<file path="src/rtl/sci_tx_pkg.sv">
// Shared SCI definitions: oversample ratio, byte width and transmitter FSM encodings.
package sci_tx_pkg;
   localparam int SCI_OVS       = 7;
   localparam int SCI_DATA_BITS = 8;

   localparam logic [1:0] S_IDLE  = 2'd0;
   localparam logic [1:0] S_START = 2'd1;
   localparam logic [1:0] S_DATA  = 2'd2;
   localparam logic [1:0] S_STOP  = 2'd3;

   typedef logic [SCI_DATA_BITS-1:0] sci_byte_t;
endpackage

</file>
<file path="src/rtl/sci_tx_if.sv">
// Byte-queue side of the SCI transmitter: write strobe, data and FIFO status.
interface sci_tx_if;
   import sci_tx_pkg::*;

   sci_byte_t tx_data;
   logic      tx_wr;
   logic      tx_full;
   logic      tx_empty;
   logic      tx_ovf;

   modport master (output tx_data, output tx_wr,
                   input  tx_full, input tx_empty, input tx_ovf);
   modport slave  (input  tx_data, input tx_wr,
                   output tx_full, output tx_empty, output tx_ovf);
endinterface

</file>
<file path="src/rtl/sci_tx_fifo.sv">
// Small synchronous write FIFO with show-ahead output; flags decode from the registered count.
module sci_tx_fifo
   import sci_tx_pkg::*;
#(
   parameter int FIFO_AW = 2
) (
   input  logic      baud_clk,
   input  logic      rst_n,
   input  logic      wr,
   input  sci_byte_t din,
   input  logic      rd,
   output sci_byte_t dout,
   output logic      full,
   output logic      empty,
   output logic      ovf
);
   localparam int DEPTH = 2 ** FIFO_AW;

   sci_byte_t            mem [DEPTH];
   logic [FIFO_AW-1:0]   wr_ptr;
   logic [FIFO_AW-1:0]   rd_ptr;
   logic [FIFO_AW:0]     count;
   logic                 wr_ok;
   logic                 rd_ok;

   assign full  = (count == (FIFO_AW+1)'(DEPTH));
   assign empty = (count == '0);
   // A write while full is refused even if the same cycle pops a byte.
   assign wr_ok = wr & ~full;
   assign rd_ok = rd & ~empty;
   assign dout  = mem[rd_ptr];

   always_ff @(posedge baud_clk) begin
      if (wr_ok) mem[wr_ptr] <= din;
   end

   always_ff @(posedge baud_clk or negedge rst_n) begin
      if (!rst_n) begin
         wr_ptr <= '0;
         rd_ptr <= '0;
         count  <= '0;
         ovf    <= 1'b0;
      end else begin
         ovf <= wr & full;
         if (wr_ok) wr_ptr <= wr_ptr + 1'b1;
         if (rd_ok) rd_ptr <= rd_ptr + 1'b1;
         case ({wr_ok, rd_ok})
            2'b10:   count <= count + 1'b1;
            2'b01:   count <= count - 1'b1;
            default: count <= count;
         endcase
      end
   end
endmodule

</file>
<file path="src/rtl/sci_tx.sv">
// 8N1 serial transmitter: FIFO-fed shifter, LSB first, back-to-back frames while bytes are queued.
module sci_tx
   import sci_tx_pkg::*;
#(
   parameter int OVS       = SCI_OVS,
   parameter int STOP_BITS = 1,
   parameter int FIFO_AW   = 2
) (
   input  logic     baud_clk,
   input  logic     rst_n,
   sci_tx_if.slave  bus,
   output logic     txd,
   output logic     tx_busy,
   output logic     tx_done
);
   localparam int STOP_LEN = STOP_BITS * OVS;
   localparam int SW       = (STOP_LEN > 1) ? $clog2(STOP_LEN) : 1;

   logic [1:0]    state, state_n;
   logic [3:0]    tick, tick_n;
   logic [2:0]    bitc, bitc_n;
   logic [SW-1:0] stop_cnt, stop_cnt_n;
   sci_byte_t     sh, sh_n;
   sci_byte_t     head;
   logic          pop;
   logic          tick_last;
   logic          stop_last;
   logic          fifo_empty;

   sci_tx_fifo #(.FIFO_AW(FIFO_AW)) u_fifo (
      .baud_clk (baud_clk),
      .rst_n    (rst_n),
      .wr       (bus.tx_wr),
      .din      (bus.tx_data),
      .rd       (pop),
      .dout     (head),
      .full     (bus.tx_full),
      .empty    (fifo_empty),
      .ovf      (bus.tx_ovf)
   );

   assign bus.tx_empty = fifo_empty;
   assign tick_last    = (tick == 4'(OVS - 1));
   assign stop_last    = (stop_cnt == SW'(STOP_LEN - 1));
   assign tx_busy      = (state != S_IDLE);

   always_comb begin
      state_n    = state;
      tick_n     = tick;
      bitc_n     = bitc;
      stop_cnt_n = stop_cnt;
      sh_n       = sh;
      pop        = 1'b0;
      case (state)
         S_IDLE: begin
            if (!fifo_empty) begin
               pop     = 1'b1;
               sh_n    = head;
               bitc_n  = '0;
               tick_n  = '0;
               state_n = S_START;
            end
         end
         S_START: begin
            tick_n = tick + 1'b1;
            if (tick_last) begin
               tick_n  = '0;
               state_n = S_DATA;
            end
         end
         S_DATA: begin
            tick_n = tick + 1'b1;
            if (tick_last) begin
               tick_n = '0;
               sh_n   = sh >> 1;
               bitc_n = bitc + 1'b1;
               if (bitc == 3'd7) begin
                  stop_cnt_n = '0;
                  state_n    = S_STOP;
               end
            end
         end
         default: begin
            stop_cnt_n = stop_cnt + 1'b1;
            if (stop_last) begin
               // Chain straight into the next start bit so queued frames have no idle gap.
               if (!fifo_empty) begin
                  pop     = 1'b1;
                  sh_n    = head;
                  bitc_n  = '0;
                  tick_n  = '0;
                  state_n = S_START;
               end else begin
                  state_n = S_IDLE;
               end
            end
         end
      endcase
   end

   always_ff @(posedge baud_clk or negedge rst_n) begin
      if (!rst_n) begin
         state    <= S_IDLE;
         tick     <= '0;
         bitc     <= '0;
         stop_cnt <= '0;
         sh       <= '0;
         txd      <= 1'b1;
         tx_done  <= 1'b0;
      end else begin
         state    <= state_n;
         tick     <= tick_n;
         bitc     <= bitc_n;
         stop_cnt <= stop_cnt_n;
         sh       <= sh_n;
         // Line level and done strobe follow the state one cycle later, so both stay aligned.
         txd      <= (state == S_START) ? 1'b0 : (state == S_DATA) ? sh[0] : 1'b1;
         tx_done  <= (state == S_STOP) && stop_last;
      end
   end
endmodule
</file>
<file path="src/flat_wrapper.sv">
// flat-port wrapper written by rule: the top's interface ports become plain ports
module sci_tx_flat import sci_tx_pkg::*;
#(
   parameter int OVS       = SCI_OVS,
   parameter int STOP_BITS = 1,
   parameter int FIFO_AW   = 2
)
  (baud_clk, rst_n, txd, tx_busy, tx_done, bus_tx_data, bus_tx_wr, bus_tx_full, bus_tx_empty, bus_tx_ovf);
  sci_tx_if bus_i ();
  input  logic baud_clk;
  input  logic rst_n;
  output logic txd;
  output logic tx_busy;
  output logic tx_done;
  input wire logic [$bits(bus_i.tx_data)-1:0] bus_tx_data;
  input wire logic [$bits(bus_i.tx_wr)-1:0] bus_tx_wr;
  output wire logic [$bits(bus_i.tx_full)-1:0] bus_tx_full;
  output wire logic [$bits(bus_i.tx_empty)-1:0] bus_tx_empty;
  output wire logic [$bits(bus_i.tx_ovf)-1:0] bus_tx_ovf;
  assign bus_i.tx_data = bus_tx_data;
  assign bus_i.tx_wr = bus_tx_wr;
  assign bus_tx_full = bus_i.tx_full;
  assign bus_tx_empty = bus_i.tx_empty;
  assign bus_tx_ovf = bus_i.tx_ovf;
  sci_tx #(.OVS(OVS), .STOP_BITS(STOP_BITS), .FIFO_AW(FIFO_AW)) u_core (.baud_clk(baud_clk), .rst_n(rst_n), .bus(bus_i), .txd(txd), .tx_busy(tx_busy), .tx_done(tx_done));
endmodule
</file>
<file path="config.mk">
export PLATFORM = sky130hd
export DESIGN_NAME = sci_tx_flat
export DESIGN_NICKNAME = d
export VERILOG_FILES = /design/src/rtl/sci_tx_pkg.sv /design/src/rtl/sci_tx_if.sv /design/src/rtl/sci_tx_fifo.sv /design/src/rtl/sci_tx.sv /design/src/flat_wrapper.sv
export SDC_FILE = /design/constraint.sdc
export NUM_CORES = 1
export LEC_CHECK = 0
export CAP_MARGIN = 20
export CORE_MARGIN = 8
export CORE_UTILIZATION = 53
export CTS_BUF_LIST = sky130_fd_sc_hd__clkbuf_4
export DETAILED_ROUTE_END_ITERATION = 10
export PLACE_DENSITY = 0.82
export SYNTH_ARGS = -nofsm -noshare
export SYNTH_HDL_FRONTEND = slang
export SYNTH_HIERARCHICAL = 1
export SYNTH_SLANG_ARGS = --single-unit
</file>
<file path="constraint.sdc">
create_clock -name baud_clk -period 7.3 [get_ports baud_clk]
set_clock_uncertainty 0.1 [all_clocks]
set_input_delay 0.73 -clock baud_clk [delete_from_list [all_inputs] [get_ports baud_clk]]
set_output_delay 0.73 -clock baud_clk [all_outputs]
set_load 0.05 [all_outputs]
</file>
==> flow_metrics.tcl <==
set metrics [dict create \
    status "completed" \
    start_util 0.5399 \
    drv_cap 0 \
    utilization 0.6059 \
    cp_cell_sequence "nor3_1 > clkdlybuf4s50_1" \
    cts_resized 0 \
    cp.buffers_inverters 1 \
    synth_area_leaders "edfxtp_1 (33%), dfrtp_1 (25%), ha_1 (6.8%)" \
    whs_ns 0.3877 \
    antenna_found_initial 0 \
    totalWireLength_um 4610 \
    clkLatencyLatePin_ns 0.39 \
    slew_headroom 0.3957 \
    min_path_type "register to register" \
    critPathMaxStageDelay_ns 0.94 \
    die_area_um2 8178 \
    fin_crit_ns 3.223 \
    ctsHoldBuffers 0 \
    finalPower_mw 1.457 \
    startpoint_type "register" \
    p_leak_nw 1.341 \
    endpoint_kind "output port" \
    numClockSinks 62 \
    critPathSlowestCell "clkdlybuf4s50_1" \
    ant_nets 0 \
    synth_top_area_cell "edfxtp_1" \
    fmax_mhz 310.3 \
    arrival_ns 2.39 \
    worst_pin_slew_ns 0.9065 \
    synth_edf_count 32 \
    rsz0062_at_grt "no" \
    place_area_um2 3154 \
    cts_tree "yes" \
    synth_top_cell_area_share 0.3272 \
    peakVddDrop_mv 0.2297 \
    numCtsBuffers 9 \
    hold_viol 0 \
    slew_viol_final 0 \
    final_area_um2 3296 \
    dp_hpwl_um 3133 \
    post_cts_buffers 0 \
    num_antenna_cells 0 \
    drive_gt1_frac 0.2262 \
    wl_per_cell_um 15.73 \
    cp_max_fo 6 \
    setup_viol 0 \
    power_density_nw_per_um2 442.2 \
    gp_congestion 0.7304 \
    async_flop_share 0.4839 \
    drc 0 \
    grt_pass1_vias 1678 \
    yosysSeqAreaShare 0.5833 \
    path_clk_slew_ns 0.11 \
    die_w_um 90.44 \
    rows 27 \
    cp_data_required_time_ns 6.47 \
    area_growth_pct 12.23 \
    vias 1592 \
    synthCells 195 \
    drt-vias-per-instance 5.433 \
    grt_start_max_net_pins 31 \
    setup_tns_ns 0 \
    nets 244 \
    dr.pass1.iters 4 \
    syn_nets 223 \
    ys_ff_latch 62 \
    fp.dieH_um 90.44 \
    root_buffer "clkbuf_4" \
    io_buffers 16 \
    syn_avg_cell_area_um2 15.06 \
    cts_max_level 3 \
    yosys_warnings 6 \
    syn-cell-area_um2 2937 \
    cts_buffer_depth 2 \
    coreArea_um2 5439 \
    critPathTopFamily "buffers and inverters" \
    post-route-period-util 0.4415 \
    yosys.cell_types.count 47 \
    grt_pass1_wl_um 7776 \
    grt_use_total 0.1198 \
    io_pins 17 \
    grt_overflow 0 \
    path_class "register to output port" \
    synthFlopType "edfxtp_1" \
    drtIter0Drc 97 \
]
==> layer usage <==
metal	share of wire	routed length [um]	GRT usage	up-vias
li1	-	-	-	754
met1	0.46	2098	0.1361	800
met2	0.50	2282	0.1951	29
met3	0.034	155	0.03574	9
met4	0.016	73	0.07212	0
met5	0	0	0	-
==> logic make-up after synthesis <==
kind of cell,synth area share
compound gates,0.05837
xor+xnor,0.01790
fa+ha+maj,0.07499
buf+inv,0.04175
flops,0.5833
mux,0.1487
simple gates,0.07499
==> cells in the mapped netlist (2+ instances only) <==
cell,n
edfxtp_1,32
dfrtp_1,29
inv_1,21
ha_1,16
mux2_2,9
mux4_2,8
mux2_4,7
a21oi_1,5
mux2i_1,5
nand3_1,5
and2_1,4
buf_2,4
nand2_1,3
nor3_1,3
o22ai_1,3
xnor2_1,3
xor2_1,3
and3_1,2
nand2b_1,2
nor2_1,2
nor2b_1,2
o2bb2ai_1,2
==> sequential cells by signal, indices dropped and copies added, names as in the netlist <==
register,cells
u_core/bitc,3
u_core/sh,8
u_core/state,2
u_core/stop_cnt,3
u_core/tick,4
u_core/tx_done,1
u_core/txd,1
u_core/u_fifo/count,3
u_core/u_fifo/mem,32
u_core/u_fifo/ovf,1
u_core/u_fifo/rd_ptr,2
u_core/u_fifo/wr_ptr,2
==> area by class of cell <==
type | count | area [um2]
Tap cell | 72 | 90.09
Multi-Input combinational cell | 104 | 1101
Sequential cell | 62 | 1713
Fill cell | 430 | 2143
Timing Repair Buffer | 17 | 167.7
Inverter | 22 | 82.58
Clock inverter | 7 | 73.82
Clock buffer | 9 | 67.56
==> path summary, 6_finish.rpt <==
path	to	cells past startpoint	slack (ns)	from
max in group asynchronous	u_core/txd	2	6.16	rst_n
setup reg to reg	u_core/sh[7]	5	4.45	u_core/state[0]
min in group asynchronous	u_core/stop_cnt[0]	2	0.62	rst_n
hold reg to reg	u_core/bitc[0]	1	0.39	u_core/bitc[0]
setup / recovery	bus_tx_empty	2	4.08	u_core/u_fifo/count[0]
hold / removal	u_core/bitc[0]	1	0.39	u_core/bitc[0]
==> stage by stage <==
stage	cells	setup WS, ns
detailed placement	277	4.438
CTS	293	4.034
finish	293	4.077
global placement	277	4.499
floorplan	195	4.290
global route	293	3.896
==> power by group <==
group / switching, mW / internal [mW] / leakage, nW / total [mW]
Combinational: 0.313 / 0.326 / 0.619 / 0.639
Sequential: 0.0928 / 0.488 / 0.658 / 0.581
Clock: 0.132 / 0.105 / 0.0646 / 0.237
Total: 0.538 / 0.919 / 1.34 / 1.46
==> placed cells by master, fill, tap and decap left out, types with 2 or more instances in the layout <==
cell,synthesis,routed
a21oi_1,5,5
and2_1,4,4
and3_1,2,2
clkbuf_4,0,9
clkdlybuf4s50_1,0,16
clkinvlp_4,0,4
dfrtp_1,29,29
edfxtp_1,32,32
ha_1,16,16
inv_1,21,21
mux2_2,9,9
mux2_4,7,7
mux2i_1,5,5
mux4_2,8,8
nand2_1,3,3
nand2b_1,2,2
nand3_1,5,5
nor2_1,2,2
nor2b_1,2,2
nor3_1,3,3
o22ai_1,3,3
o2bb2ai_1,2,2
xnor2_1,3,3
xor2_1,3,3
Note: power is estimated with default switching activity, not from simulation.
